### src/rtl/periph_pkg.sv
// Shared register offsets, bit positions and types for the peripheral register responder.
package periph_pkg;

  localparam int unsigned REQ_ADDR_W = 16;

  localparam logic [REQ_ADDR_W-1:0] REG_ID      = 16'h0000;
  localparam logic [REQ_ADDR_W-1:0] REG_SCRATCH = 16'h0004;
  localparam logic [REQ_ADDR_W-1:0] REG_CTRL    = 16'h0008;
  localparam logic [REQ_ADDR_W-1:0] REG_COUNT   = 16'h000C;
  localparam logic [REQ_ADDR_W-1:0] REG_STATUS  = 16'h0010;

  localparam int unsigned CTRL_CNT_EN_BIT  = 0;
  localparam int unsigned CTRL_CNT_CLR_BIT = 1;
  localparam int unsigned STATUS_OVF_BIT   = 0;
  localparam int unsigned STATUS_ERR_BIT   = 1;

  typedef enum logic [1:0] {
    IDLE = 2'd0,
    WAIT = 2'd1,
    RESP = 2'd2
  } resp_state_t;

  typedef struct packed {
    logic                  write;
    logic [REQ_ADDR_W-1:0] addr;
    logic [31:0]           wdata;
    logic [3:0]            wstrb;
  } periph_req_t;

  function automatic logic [31:0] apply_wstrb(input logic [31:0] old_v,
                                              input logic [31:0] new_v,
                                              input logic [3:0]  strb);
    logic [31:0] res;
    res = old_v;
    for (int b = 0; b < 4; b++) begin
      if (strb[b]) begin
        res[8*b +: 8] = new_v[8*b +: 8];
      end
    end
    return res;
  endfunction

endpackage

### src/rtl/periph_event_counter.sv
// Free-running 32-bit event counter; clear has priority over increment, o_wrap flags the
// edge on which the count rolls over to zero.
module periph_event_counter (
  input  logic        clk,
  input  logic        reset,
  input  logic        i_en,
  input  logic        i_clr,
  output logic [31:0] o_count,
  output logic        o_wrap
);

  logic [31:0] r_count;

  // Count register: clear beats increment on a coincident edge.
  always_ff @(posedge clk) begin
    if (reset) begin
      r_count <= 32'd0;
    end else if (i_clr) begin
      r_count <= 32'd0;
    end else if (i_en) begin
      r_count <= r_count + 32'd1;
    end
  end

  assign o_count = r_count;
  assign o_wrap  = i_en && !i_clr && (r_count == 32'hFFFF_FFFF);

endmodule

### src/rtl/periph_reg_responder.sv
// Peripheral bus target: one request at a time, fixed wait states, then a held response
// from a small register file (ID, scratch, control, event counter, sticky status).
module periph_reg_responder
  import periph_pkg::*;
#(
  parameter int          ADDR_W      = 8,
  parameter int          DATA_W      = 32,
  parameter int          WAIT_STATES = 2,
  parameter logic [31:0] ID_VALUE    = 32'hC0DE_0001
) (
  input  logic              clk,
  input  logic              reset,
  input  logic              req_valid,
  output logic              req_ready,
  input  logic              req_write,
  input  logic [ADDR_W-1:0] req_addr,
  input  logic [DATA_W-1:0] req_wdata,
  input  logic [3:0]        req_wstrb,
  output logic              rsp_valid,
  input  logic              rsp_ready,
  output logic [DATA_W-1:0] rsp_rdata,
  output logic              rsp_err,
  output logic              cnt_overflow
);

  localparam logic [3:0] WAIT_INIT = (WAIT_STATES == 0) ? 4'd0 : 4'(WAIT_STATES - 1);

  resp_state_t r_state, w_state_nxt;
  logic [3:0]  r_wait_cnt, w_wait_nxt;
  logic        w_enter_resp;
  periph_req_t r_req, w_acc;

  logic [31:0] r_scratch;
  logic        r_cnt_en, r_st_ovf, r_st_err;
  logic        r_req_ready, r_rsp_valid, r_rsp_err;
  logic [31:0] r_rsp_rdata;

  logic [31:0] w_count, w_rdata;
  logic        w_cnt_wrap, w_dec_err, w_wr, w_wr_scratch, w_wr_ctrl, w_wr_status, w_cnt_clr;

  // Next-state logic; the register access happens on the single edge that enters RESP.
  always_comb begin
    w_state_nxt  = r_state;
    w_wait_nxt   = r_wait_cnt;
    w_enter_resp = 1'b0;
    case (r_state)
      IDLE: begin
        if (req_valid) begin
          if (WAIT_STATES == 0) begin
            w_state_nxt  = RESP;
            w_enter_resp = 1'b1;
          end else begin
            w_state_nxt = WAIT;
            w_wait_nxt  = WAIT_INIT;
          end
        end else begin
          w_state_nxt = IDLE;
        end
      end
      WAIT: begin
        if (r_wait_cnt == 4'd0) begin
          w_state_nxt  = RESP;
          w_enter_resp = 1'b1;
        end else begin
          w_wait_nxt = r_wait_cnt - 4'd1;
        end
      end
      RESP: begin
        if (rsp_ready) begin
          w_state_nxt = IDLE;
        end else begin
          w_state_nxt = RESP;
        end
      end
      default: begin
        w_state_nxt = IDLE;
        w_wait_nxt  = 4'd0;
      end
    endcase
  end

  // With zero wait states the access uses the live request, otherwise the latched copy.
  always_comb begin
    if (r_state == IDLE) begin
      w_acc = '{write: req_write, addr: REQ_ADDR_W'(req_addr), wdata: req_wdata, wstrb: req_wstrb};
    end else begin
      w_acc = r_req;
    end
  end

  assign w_dec_err    = (w_acc.addr[1:0] != 2'b00) || (w_acc.addr > REG_STATUS);
  assign w_wr         = w_enter_resp && w_acc.write && !w_dec_err;
  assign w_wr_scratch = w_wr && (w_acc.addr == REG_SCRATCH);
  assign w_wr_ctrl    = w_wr && (w_acc.addr == REG_CTRL) && w_acc.wstrb[0];
  assign w_wr_status  = w_wr && (w_acc.addr == REG_STATUS) && w_acc.wstrb[0];
  assign w_cnt_clr    = w_wr_ctrl && w_acc.wdata[CTRL_CNT_CLR_BIT];

  // Read mux; COUNT returns the value held before this edge's update.
  always_comb begin
    w_rdata = 32'd0;
    case (w_acc.addr)
      REG_ID:      w_rdata = ID_VALUE;
      REG_SCRATCH: w_rdata = r_scratch;
      REG_CTRL:    w_rdata = {31'd0, r_cnt_en};
      REG_COUNT:   w_rdata = w_count;
      REG_STATUS:  w_rdata = {30'd0, r_st_err, r_st_ovf};
      default:     w_rdata = 32'd0;
    endcase
  end

  periph_event_counter u_counter (
    .clk     (clk),
    .reset   (reset),
    .i_en    (r_cnt_en),
    .i_clr   (w_cnt_clr),
    .o_count (w_count),
    .o_wrap  (w_cnt_wrap)
  );

  // FSM state and wait counter.
  always_ff @(posedge clk) begin
    if (reset) begin
      r_state    <= IDLE;
      r_wait_cnt <= 4'd0;
    end else begin
      r_state    <= w_state_nxt;
      r_wait_cnt <= w_wait_nxt;
    end
  end

  // Request capture at the handshake.
  always_ff @(posedge clk) begin
    if (reset) begin
      r_req <= '0;
    end else if ((r_state == IDLE) && req_valid) begin
      r_req <= w_acc;
    end
  end

  // Register file; a sticky bit being set wins over a write-1-to-clear on the same edge.
  always_ff @(posedge clk) begin
    if (reset) begin
      r_scratch <= 32'd0;
      r_cnt_en  <= 1'b0;
      r_st_ovf  <= 1'b0;
      r_st_err  <= 1'b0;
    end else begin
      if (w_wr_scratch) begin
        r_scratch <= apply_wstrb(r_scratch, w_acc.wdata, w_acc.wstrb);
      end
      if (w_wr_ctrl) begin
        r_cnt_en <= w_acc.wdata[CTRL_CNT_EN_BIT];
      end
      if (w_cnt_wrap) begin
        r_st_ovf <= 1'b1;
      end else if (w_wr_status && w_acc.wdata[STATUS_OVF_BIT]) begin
        r_st_ovf <= 1'b0;
      end
      if (w_enter_resp && w_dec_err) begin
        r_st_err <= 1'b1;
      end else if (w_wr_status && w_acc.wdata[STATUS_ERR_BIT]) begin
        r_st_err <= 1'b0;
      end
    end
  end

  // Handshake outputs: response held until consumed.
  always_ff @(posedge clk) begin
    if (reset) begin
      r_req_ready <= 1'b1;
      r_rsp_valid <= 1'b0;
      r_rsp_rdata <= 32'd0;
      r_rsp_err   <= 1'b0;
    end else if (w_enter_resp) begin
      r_req_ready <= 1'b0;
      r_rsp_valid <= 1'b1;
      r_rsp_rdata <= (w_dec_err || w_acc.write) ? 32'd0 : w_rdata;
      r_rsp_err   <= w_dec_err;
    end else if ((r_state == IDLE) && req_valid) begin
      r_req_ready <= 1'b0;
    end else if ((r_state == RESP) && rsp_ready) begin
      r_req_ready <= 1'b1;
      r_rsp_valid <= 1'b0;
      r_rsp_rdata <= 32'd0;
      r_rsp_err   <= 1'b0;
    end
  end

  assign req_ready    = r_req_ready;
  assign rsp_valid    = r_rsp_valid;
  assign rsp_rdata    = r_rsp_rdata;
  assign rsp_err      = r_rsp_err;
  assign cnt_overflow = r_st_ovf;

endmodule

### config.mk
export PLATFORM = sky130hd
export DESIGN_NAME = periph_reg_responder
export DESIGN_NICKNAME = d
export VERILOG_FILES = /design/src/rtl/periph_pkg.sv /design/src/rtl/periph_event_counter.sv /design/src/rtl/periph_reg_responder.sv
export SDC_FILE = /design/constraint.sdc
export NUM_CORES = 1
export LEC_CHECK = 0
export BUFFER_PORTS_ARGS = -buffer_cell sky130_fd_sc_hd__buf_2
export CORE_MARGIN = 1.5
export CORE_UTILIZATION = 40
export CTS_BUF_LIST = sky130_fd_sc_hd__clkbuf_8
export CTS_CLUSTER_SIZE = 8
export DETAILED_ROUTE_END_ITERATION = 6
export GPL_TIMING_DRIVEN = 0
export HOLD_SLACK_MARGIN = 0.15
export SLEW_MARGIN = 30
export SYNTH_ARGS = -nofsm -noshare
export SYNTH_HDL_FRONTEND = slang
export SYNTH_SLANG_ARGS = --single-unit
### constraint.sdc
create_clock -name clk -period 2.1 [get_ports clk]
set_input_delay 0.315 -clock clk [delete_from_list [all_inputs] [get_ports clk]]
set_output_delay 0.315 -clock clk [all_outputs]
set_load 0.05 [all_outputs]
# After elaboration in Yosys (flattened, before gate mapping)
# Index checks and enable logic that the tools add are counted.
dict set report totals {
  register_bits 161
  input_bits 49
  wordCells 93
}
dict set report classes {
  addsub 2
  magnitude_cmp 1
  eq_ne 11
  muxes 26
  bitwise_logic 1
  n_reduce_logical 34
}
# cell count
set ops {}
lappend ops {{32-bit one-hot mux with 5 select lines} 1}
lappend ops {{32-bit 2-to-1 mux} 4}
lappend ops {{53-bit 2-to-1 mux} 1}
lappend ops {{32-bit by 1-bit adder with 32-bit output, second input constant} 1}
lappend ops {{16-bit by 4-bit == test with 1-bit output, second input constant} 2}
lappend ops {{32-bit == test, second input constant} 1}
lappend ops {{16-bit by 3-bit == test with 1-bit output, second input constant} 1}
lappend ops {{16-bit by 5-bit == test with 1-bit output, second input constant} 1}
lappend ops {{16-bit by 5-bit greater-than comparator with 1-bit output, second input constant} 1}
lappend ops {{16-bit zero test} 1}
lappend ops {{1-bit logical AND} 15}
lappend ops {{1-bit 2-to-1 mux} 14}
lappend ops {{4-bit one-hot mux with 3 select lines} 1}
lappend ops {{2-bit AND reduction} 5}
lappend ops {{4-bit 2-to-1 mux} 2}
lappend ops {{2-bit inequality test, second input constant} 4}
lappend ops {{2-bit nonzero test} 4}
lappend ops {{2-bit one-hot mux with 3 select lines} 1}
lappend ops {{4-bit zero test} 1}
lappend ops {{2-bit 2-to-1 mux} 2}
lappend ops {{4-bit by 1-bit subtractor with 4-bit output, second input constant} 1}
lappend ops {{3-bit AND reduction} 1}
lappend ops {{3-bit nonzero test} 1}
lappend ops {{2-bit by 1-bit == test with 1-bit output, second input constant} 1}
lappend ops {{6 further kinds} 8}

# Logic depth before layout (Yosys ltp)
dict set report depth {
  word_depth 13
  mapped_depth 10
  mapped_depth_nobuf 8
}

# Hierarchy
# A second synthesis with hierarchy kept.
dict set report unflattened {
  hier_cells 827
  hier_area_um2 7343.3
}
# mod instances cells_each area_each_um2
set modules_own_cells {}
lappend modules_own_cells {periph_reg_responder 1 646 5796.8}
lappend modules_own_cells {periph_event_counter 1 181 1546.5}

# Worst setup path after synthesis
# OpenSTA, ideal clock, no wires.
dict set report synth_timing {
  kind {reg2reg}
  start {register r_wait_cnt[0]}
  end {register r_scratch[17]}
  arrival_ns 2.070
  t_required_ns 2.012
  slack_ns -0.058
  path_stages_with_launch 10
  path_cell_list {dfxtp_1 inv_1 ha_1 and4bb_1 and2b_1 nand4_2 a2111oi_4 buf_6 nor2_1 a311oi_2}
}
dict set report synth_between {
  elab_chain_cells 7
}
# item line_no
set synth_lines {}
lappend synth_lines {{start, declared} periph_reg_responder.sv:29} ;# logic [3:0] r_wait_cnt, w_wait_nxt;
lappend synth_lines {{start signal, assigned} periph_reg_responder.sv:127} ;# r_wait_cnt <= w_wait_nxt;
lappend synth_lines {{4-bit zero test} periph_reg_responder.sv:61} ;# if (r_wait_cnt == 4'd0) begin
lappend synth_lines {{1-bit 2-to-1 mux} periph_reg_responder.sv:61}
lappend synth_lines {{1-bit 2-to-1 mux} periph_reg_responder.sv:46} ;# case (r_state)
lappend synth_lines {{1-bit logical AND (2 in series)} periph_reg_responder.sv:92} ;# assign w_wr = w_enter_resp && w_acc.write && !w_dec_err;
lappend synth_lines {{1-bit logical AND} periph_reg_responder.sv:93} ;# assign w_wr_scratch = w_wr && (w_acc.addr == REG_SCRATCH);
lappend synth_lines {{2-bit AND reduction (no source line)} --}
lappend synth_lines {{end signal, assigned} periph_reg_responder.sv:149} ;# r_scratch <= apply_wstrb(r_scratch, w_acc.wdata, w_acc.wstrb);
lappend synth_lines {{end, declared} periph_reg_responder.sv:33} ;# logic [31:0] r_scratch;
# No other way between the ends.
# A chain may end at the register's enable or synchronous reset.

# Worst setup path after layout
dict set report layout_timing {
  start {register r_wait_cnt[0]}
  end {register r_scratch[31]}
}
# The elaborated chain is that of the path after synthesis.

==> flow_metrics.env <==
export IMPL_clkSlewWorstSetupHoldPaths_ps=80
export IMPL_power_density_nw_per_um2=810
export IMPL_p_clk_share_pct=29.8
export IMPL_cts_made_buffers=17
export IMPL_fmax_mhz=436
export IMPL_die_h_um=134
export IMPL_synthArstFlopShare_pct=0
export IMPL_synth_top_flop_cell="dfxtp_1"
export IMPL_coreArea_um2=16700
export IMPL_fin_nets=1070
export IMPL_clock_latency_ps=450
export IMPL_cp_required_ps=2460
export IMPL_synth_edff_count=0
export IMPL_htreeDepth=4
export IMPL_hpwlAfterDp_mm=13.7
export IMPL_vias=6385
export IMPL_syn_area_um2=6860
export IMPL_synth_top_cells_by_count="nand2_1, dfxtp_1, nor2_1, a21oi_1, clkbuf_1"
export IMPL_clock_sinks=161
export IMPL_ioPinCount=85
export IMPL_drtPass1Iterations=5
export IMPL_drive_gt1_share_pct=26.7
export IMPL_setup_ws_ps=-194
export IMPL_path_class="flop to flop"
export IMPL_antennaDiodeCount=0
export IMPL_clockBufferDepth=2
export IMPL_grt_pass1_vias=5848
export IMPL_min_period_ps=2290
export IMPL_critPathLaunchType="flop"
export IMPL_grt_overflow=0
export IMPL_cp_end_kind="flop"
export IMPL_yosysWarnings=0
export IMPL_worst_slew_pin_slew_ps=926
export IMPL_cap_viol_max_count=0
export IMPL_tns_ps=-8280
export IMPL_rsz0062_at_grt="yes"
export IMPL_drt_antenna_violating_nets=0
export IMPL_synth_most_common_cell="nand2_1"
export IMPL_cpPeakStageDelay_ps=480
export IMPL_grt_pass1_wl_mm=30.9
export IMPL_tritoncts="built"
export IMPL_max_slew_margin_pct=38.3
export IMPL_gp_congestion=0.839
export IMPL_period_share_pct=109
export IMPL_synth_nets=868
export IMPL_design_die_area_um2=18000
export IMPL_syn2layout_area_growth_pct=36.9
export IMPL_p_sw_share_pct=31.6
export IMPL_antenna_found_initial=0
export IMPL_port_buffers=84
export IMPL_grt_max_degree=17
export IMPL_crit_buf_inv=3
export IMPL_die_x_um=134
export IMPL_cpMostUsedCell="buf_6"
export IMPL_power_frac_seq_pct=43.6
export IMPL_hold_path_class="primary input to flop"
export IMPL_track_usage_pct=22.1
export IMPL_synth_seq_cells=161
export IMPL_synthesis_instances=816
export IMPL_p_int_mw=5.21
export IMPL_cp_max_fo=6
export IMPL_yosysUniqueCellTypes=59
export IMPL_ys_seq_area_share_pct=47.0
export IMPL_finalHoldViolCount=0
export IMPL_failed_checks="negative setup slack"
export IMPL_crit_chain="inv_4 > ha_4 > and4bb_2 > and2b_2 > nand4_4 > a2111oi_4 > buf_6 > buf_6 > nor2_2 > a311oi_1"
export IMPL_yosysTopAreaCellShare_pct=47.0
export IMPL_wl_mm=19.9
export IMPL_rows=47
export IMPL_power_switching_mw=2.41
export IMPL_clock_skew_ps=10.4
export IMPL_power_frac_comb_pct=26.6
export IMPL_leakage_nw=3.69
export IMPL_slew_violations=0
export IMPL_drt_initial_drc_count=399
export IMPL_wl_per_cell_um=16.0
export IMPL_avgViaCountPerCell=5.11
export IMPL_avgSynthCellArea_um2=8.41
export IMPL_post_route_util_pct=56.2
export IMPL_yosysTopAreaCell="dfxtp_1"
export IMPL_post_route_drc_count=0
export IMPL_ys_top_cells_by_area="dfxtp_1, nand2_1, nor2_1"
export IMPL_max_vdd_ir_drop_uv=471
export IMPL_start_util_pct=41.1
export IMPL_critPathArrivalTime_ps=2650
export IMPL_clockRootBuffer="clkbuf_8"
export IMPL_setup_violations_final=87
export IMPL_cp_top_family="compound AO/OA/AOI/OAI gates"
export IMPL_slowest_stage="a2111oi_4"
export IMPL_outcome="complete, but fails checks"
-- timing repair --
action                     CTS  global route
setup buffers               32            22
gates resized for setup     70            67
hold buffers                45             0
cloned                       1             2
hold endpoints to repair    62             0
pin swaps                   34            15
setup endpoints to repair  144           129
-- routing by layer --
layer / global-route usage (%) / share of wire (%) / up-vias / wire length (um)
met5: 0 / 0 / - / 0
met1: 31.3 / 49 / 2993 / 9810
li1: - / - / 3230 / -
met4: 7.19 / 1.8 / 0 / 361
met3: 4.31 / 4.0 / 22 / 798
met2: 33.8 / 45 / 140 / 8980
-- final cells by class --
cell class / count / area, um2
timing repair buffer: 186 / 1420
tap: 220 / 275
multi-input combinational: 597 / 3740
clock buffer: 22 / 303
inverter: 8 / 32.5
fill: 1562 / 7310
clock inverter: 9 / 90.1
sequential: 161 / 3240
buffer: 47 / 300
-- kinds of logic after synthesis --
family	Yosys count	synth area share, %
mux	7	1.22
compound gates	181	19.5
buf+inv	58	3.86
simple gates	373	23.8
fa+ha+maj	3	0.547
xor+xnor	33	4.21
flops	161	47.0
-- placed cells by master, fill, tap and decap left out, types with 10 or more instances in the layout --
master	count
nand2_1	212
dfxtp_1	156
buf_2	89
nor2_1	69
a21oi_1	54
dlygate4sd3_1	45
buf_4	34
buf_6	27
xor2_1	24
clkbuf_1	23
clkbuf_8	23
a22oi_1	20
o21ai_1	19
a311oi_1	17
nand3_1	14
o21ai_0	13
nor2_2	12
inv_1	10
and2_1	10
-- path summary, 6_finish.rpt --
| check | from | slack [ps] | endpoint | depth (start not counted) |
|---|---|---|---|---|
| hold / removal | req_addr[5] | 160 | r_req[41] | 3 |
| hold reg to reg | rsp_rdata[27] | 450 | rsp_rdata[27] | 2 |
| setup reg to reg | r_wait_cnt[0] | -190 | r_scratch[31] | 10 |
| setup / recovery | r_wait_cnt[0] | -190 | r_scratch[31] | 10 |
-- flip-flops by register name, summed over array words and instances, names as in the netlist, 2 cells and up --
name and count:
r_req 53, r_state 2, rsp_rdata 32, r_scratch 32, r_wait_cnt 4, u_counter.o_count 32
-- power groups by stage --
| stage | registers [mW] | clock network [mW] | logic, mW |
|---|---|---|---|
| floorplan | 3.41 | 0 | 1.01 |
| global placement | 3.36 | 0 | 1.50 |
| detailed placement | 3.37 | 0 | 1.50 |
| CTS | 3.30 | 2.31 | 1.78 |
| global route | 3.34 | 2.44 | 2.19 |
| finish | 3.32 | 2.27 | 2.02 |
-- stage by stage --
step	power (mW)	instance area, um2	std cells	setup WS, ps	hold slack, ps
after CTS	7.39	8950	1229	-250	153
after global routing	7.97	9390	1250	-278	160
after detailed placement	4.87	7600	1120	-618	438
after global placement	4.86	7590	1120	-599	434
final	7.61	9390	1250	-194	162
after floorplan	4.42	6890	816	-11.6	430
-- worst reg2reg max path, delay by kind of cell, from the launching register on --
kind                       cells  cell delay [ps]
DFF                            1              370
adders and majority gates      1              120
and+or+nand+nor                4              660
AOI/OAI and AO/OA              2              700
buffers and inverters          3              360
(Power assumes the default switching activity.)
